**src/rtl/async_fifo_pkg.sv**
```systemverilog
// rtl/async_fifo_pkg.sv - shared pointer constants and Gray/binary helpers for the async FIFO controllers
package async_fifo_pkg;

    // Widest pointer the helpers handle; callers zero-extend into ptr_t and truncate the result
    localparam int PTR_MAX_W = 16;

    typedef logic [PTR_MAX_W-1:0] ptr_t;

    function automatic ptr_t bin2gray(input ptr_t b);
        return b ^ (b >> 1);
    endfunction

    // Each binary bit is the XOR of all Gray bits at and above it
    function automatic ptr_t gray2bin(input ptr_t g);
        ptr_t b;
        b[PTR_MAX_W-1] = g[PTR_MAX_W-1];
        for (int i = PTR_MAX_W - 2; i >= 0; i--) begin
            b[i] = b[i+1] ^ g[i];
        end
        return b;
    endfunction

endpackage

```
**src/rtl/async_fifo_gray2bin.sv**
```systemverilog
// rtl/async_fifo_gray2bin.sv - combinational Gray-to-binary converter for a synchronized pointer
module async_fifo_gray2bin
    import async_fifo_pkg::*;
#(
    parameter int WIDTH = 4
) (
    input  logic [WIDTH-1:0] GRAY,
    output logic [WIDTH-1:0] BIN
);

    // Zero-extension keeps the upper XOR chain neutral, so truncating back is exact
    assign BIN = WIDTH'(gray2bin(ptr_t'(GRAY)));

endmodule

```
**src/rtl/async_fifo_wr_ctrl.sv**
```systemverilog
// rtl/async_fifo_wr_ctrl.sv - write-domain pointer, full/almost-full, level and overflow control
module async_fifo_wr_ctrl
    import async_fifo_pkg::*;
#(
    parameter int ADDR_WIDTH   = 3,
    parameter int AFULL_THRESH = 6
) (
    input  logic                  CLK,
    input  logic                  RST,
    input  logic                  WR_INC,
    input  logic [ADDR_WIDTH:0]   RQ_PTR,
    input  logic                  OVF_CLR,
    output logic                  WR_EN,
    output logic [ADDR_WIDTH-1:0] WR_ADDR,
    output logic [ADDR_WIDTH:0]   WQ_PTR,
    output logic                  FULL,
    output logic                  ALMOST_FULL,
    output logic [ADDR_WIDTH:0]   WR_LEVEL,
    output logic                  OVERFLOW
);

    localparam int PW = ADDR_WIDTH + 1;

    logic [PW-1:0] wbin;
    logic [PW-1:0] wbin_next;
    logic [PW-1:0] wgray_next;
    logic [PW-1:0] rbin;
    logic [PW-1:0] full_cmp;
    logic [PW-1:0] level_next;
    logic          full_next;
    logic          afull_next;

    async_fifo_gray2bin #(
        .WIDTH(PW)
    ) u_rq_gray2bin (
        .GRAY(RQ_PTR),
        .BIN (rbin)
    );

    // Only registered FULL gates the strobe, so RQ_PTR never reaches an output combinationally
    assign WR_EN      = WR_INC & ~FULL & ~RST;
    assign WR_ADDR    = wbin[ADDR_WIDTH-1:0];
    assign wbin_next  = wbin + PW'(WR_EN);
    assign wgray_next = PW'(bin2gray(ptr_t'(wbin_next)));

    // Full when the write pointer is exactly one lap ahead: top two Gray bits inverted, rest equal
    assign full_cmp   = {~RQ_PTR[ADDR_WIDTH:ADDR_WIDTH-1], RQ_PTR[ADDR_WIDTH-2:0]};
    assign full_next  = (wgray_next == full_cmp);

    // Level uses the post-write pointer and the current read pointer, so a write and read in the same cycle net out
    assign level_next = wbin_next - rbin;
    assign afull_next = (level_next >= PW'(AFULL_THRESH));

    // Pointer, Gray output and status flags all advance together from the same next-state values
    always_ff @(posedge CLK) begin
        if (RST) begin
            wbin        <= '0;
            WQ_PTR      <= '0;
            FULL        <= 1'b0;
            ALMOST_FULL <= 1'b0;
            WR_LEVEL    <= '0;
        end else begin
            wbin        <= wbin_next;
            WQ_PTR      <= wgray_next;
            FULL        <= full_next;
            ALMOST_FULL <= afull_next;
            WR_LEVEL    <= level_next;
        end
    end

    // Sticky overflow: a rejected write wins over a clear in the same cycle
    always_ff @(posedge CLK) begin
        if (RST) begin
            OVERFLOW <= 1'b0;
        end else if (WR_INC && FULL) begin
            OVERFLOW <= 1'b1;
        end else if (OVF_CLR) begin
            OVERFLOW <= 1'b0;
        end
    end

endmodule

```
**config.mk**
```make
export PLATFORM = sky130hd
export DESIGN_NAME = async_fifo_wr_ctrl
export DESIGN_NICKNAME = d
export VERILOG_FILES = /design/src/rtl/async_fifo_pkg.sv /design/src/rtl/async_fifo_gray2bin.sv /design/src/rtl/async_fifo_wr_ctrl.sv
export SDC_FILE = /design/constraint.sdc
export NUM_CORES = 1
export LEC_CHECK = 0
export ABC_AREA = 1
export BUFFER_PORTS_ARGS = -buffer_cell sky130_fd_sc_hd__buf_2
export CORE_MARGIN = 2
export CORE_UTILIZATION = 24
export CTS_CLUSTER_SIZE = 12
export DETAILED_ROUTE_END_ITERATION = 6
export PLACE_DENSITY = 0.44
export SLEW_MARGIN = 25
export SYNTH_ARGS = -nofsm -noshare
export SYNTH_HDL_FRONTEND = slang
export SYNTH_SLANG_ARGS = --single-unit
```
**constraint.sdc**
```tcl
create_clock -name CLK -period 6.5 [get_ports CLK]
set_input_delay 1.3 -clock CLK [delete_from_list [all_inputs] [get_ports CLK]]
set_output_delay 1.3 -clock CLK [all_outputs]
set_load 0.02 [all_outputs]
```
==> results.json <==
{
  "max_freq_mhz": 305,
  "multi_input_comb_area_um2": 415,
  "die_w_um": 59.6,
  "drtIter0Drc": 16,
  "yosys.area_share.simple": 0.348,
  "cts-resized-gates": 0,
  "finalInstanceArea_um2": 925,
  "global_route.usage.total": 0.0969,
  "post-dp-hpwl_mm": 1.30,
  "setup_viol": 0,
  "timing.rr.start": "FULL",
  "global_route_overflow": 0,
  "r2r_slack_ns": 4.20,
  "timing_worst_slew_pin_value_ns": 0.239,
  "drt_pass1_iterations": 4,
  "routedWlPerCell_um": 9.97,
  "cts_hold_repair.buffers": 0,
  "path_class": "in -> out",
  "grt_max_degree": 14,
  "n_fill_cell": 338,
  "dieArea_um2": 3550,
  "r2r.worst_path.cells": 12,
  "ys_seq_area_frac": 0.378,
  "max_cap_viol_count": 0,
  "cts.path.max_buffers": 2,
  "max_transition_margin": 0.840,
  "initial_core_util": 0.247,
  "number_of_buffers_created_by_cts": 3,
  "viasPerCell": 4.42,
  "ff_latch_area_um2": 280,
  "first_pass_grt_wire_length_mm": 2.57,
  "core-area_um2": 3000,
  "antenna_found_initial": 0,
  "report.final.hold_viol_count": 0,
  "synthToLayoutAreaGrowth_pct": 24.8,
  "avgSynthCellArea_um2": 7.33,
  "timing.critical_path.slowest_cell_delay_ns": 0.28,
  "remaining_drc_errors": 0,
  "cp-end-kind": "primary output",
  "rsz0062_at_grt": "false",
  "number_of_global_route_vias_before_repair": 633,
  "postSynthNetCount": 115,
  "worst_ir_drop_vdd_mv": 0.0557,
  "top_fanout_value_on_the_critical_path": 13,
  "critical_path.reg2reg.endpoint": "ALMOST_FULL",
  "worst_ep_arrival_time_ns": 1.98,
  "slew_violations": 0,
  "port_buffers": 22,
  "htree_levels": 1,
  "clock_tree_from_tritoncts": "built",
  "hp-class": "reg -> reg",
  "synth_top_family_by_area": "simple AND/OR/NAND/NOR gates",
  "worstSetupStartpointType": "input pin",
  "synthMuxAreaShare": 0,
  "cell_count_after_synthesis": 101,
  "dr_total_vias": 702,
  "timing.critical_path.slowest_stage_cell": "nor3b_1",
  "period_needed_ns": 3.28,
  "cts_sinks": 14,
  "fin_worst_skew_ns": 0.00511,
  "synth_compound_gate_area_share": 0.0338,
  "status": "finished clean",
  "routed_wl_mm": 1.59,
  "synth.lib_cells_used.distinct": 18,
  "worst_skew_pair.late_latency_ns": 0.28,
  "cts.clk_slew.worst_paths_ns": 0.09,
  "post_synth_fa_ha_maj_area_fraction": 0.111,
  "gp_congestion": 0.857,
  "totalNegativeSetupSlack_ns": 0,
  "cp_cell_sequence": "buf_2, nor3b_1, buf_2",
  "ant_cells": 0,
  "cts.root.buffer_cell": "clkbuf_4",
  "final_min_period_over_clock_period": 0.504,
  "cell_area_power_density_nw_per_um2": 237,
  "post_route_cells_drive_above_1_share": 0.222,
  "post-cts-setup-buffers": 0,
  "ioPinCount": 23,
  "critical-path-top-cell-by-count": "buf_2",
  "crit_start": "RST",
  "worst-endpoint-required_ns": 5.20,
  "ys_warn_count": 0,
  "row_count": 20,
  "post_synth_xor_area_fraction": 0.0676,
  "power.leakage_uw": 0.000490,
  "finalNetCount": 141,
  "ant_nets": 0,
  "place_area_um2": 888,
  "synth-seq-cells": 14,
  "chipHeight_um": 59.6,
  "crit_path_end": "WR_EN",
  "final_cell_count_no_fill": 159,
  "synthesis.area_um2": 741,
  "place_inst": 155
}
[layout by cell type (no fill, tap or decap)]
cell type  netlist  layout
inv_1           11      11
nand3_1          9       9
o21ai_0          1       1
xnor2_2          1       1
nand4_1          2       2
nor2_1          12      12
xor2_2           1       1
nand2_1         32      32
and2_1           1       1
buf_2            0      22
fa_1             1       1
nor2b_1          1       1
nand3b_1         2       2
a21oi_1          4       4
clkbuf_4         0       3
dfxtp_1         14      14
xnor2_1          2       2
ha_1             5       5
nor3b_1          1       1
clkbuf_8         0       1
[how the worst min path moves through the flow]
stage,start,endpoint,cells past startpoint
detailed placement,OVERFLOW,OVERFLOW,2
floorplan,OVERFLOW,OVERFLOW,2
CTS,OVERFLOW,OVERFLOW,2
global route,OVERFLOW,OVERFLOW,2
finish,OVERFLOW,OVERFLOW,2
global placement,OVERFLOW,OVERFLOW,2
[layer usage]
layer	up-vias	routed length, µm	track usage	part of all wire
li1	369	-	-	-
met1	315	760	0.122	0.48
met2	18	760	0.157	0.48
met3	0	65	0.0131	0.041
met4	0	0	0.0571	0
met5	-	0	0	0
[cell families after synthesis]
family | Yosys count
AO/OA/AOI/OAI | 5
buffers and inverters | 12
adder cells (fa/ha/maj) | 6
AND/OR/NAND/NOR | 60
XOR/XNOR | 4
flip-flops | 14
[cell type report]
type	instances	area share
Sequential cell	14	0.303
Tap cell	33	0.0447
Multi-Input combinational cell	75	0.449
Clock buffer	4	0.0392
Timing Repair Buffer	22	0.119
Inverter	11	0.0447
[synth_stat cells]
master    instances  area, µm²
xnor2_1           2       17.5
clkbuf_1          1       3.75
xnor2_2           1       16.3
dfxtp_1          14        280
ha_1              5       62.6
o21ai_0           1       5.00
nor2b_1           1       6.26
nand2_1          32        120
a21oi_1           4       20.0
nand4_1           2       12.5
and2_1            1       6.26
nand3_1           9       45.0
nand3b_1          2       15.0
nor3b_1           1       7.51
inv_1            11       41.3
nor2_1           12       45.0
fa_1              1       20.0
xor2_2            1       16.3
[registers in the layout, summed over array words and instances (netlist names)]
| register | cells |
|---|---|
| WR_LEVEL | 4 |
| ALMOST_FULL | 1 |
| WQ_PTR | 4 |
| FULL | 1 |
| wbin | 3 |
| OVERFLOW | 1 |
[where the power goes]
| part | internal, µW | switching [µW] | leakage, µW | total (µW) |
|---|---|---|---|---|
| Combinational | 22.6 | 36.6 | 0.000355 | 59.2 |
| Sequential | 94.3 | 2.28 | 0.000115 | 96.6 |
| Clock | 34.1 | 28.9 | 0.0000210 | 63.0 |
[per-stage QoR]
step	power [µW]	util	setup WS, ns	hold slack, ns
6_report	219	0.308	3.22	0.460
2_1_floorplan	141	-	2.94	0.536
3_3_place_gp	159	0.296	3.03	0.447
3_5_place_dp	158	0.296	2.98	0.451
5_1_grt	234	0.308	3.05	0.496
4_1_cts	221	0.308	3.21	0.465
[critical path: cells and delay by family]
kind,cells,cell delay (ns)
simple gates,1,0.28
buf+inv,2,0.40
Power figures use the tool's default switching activity.
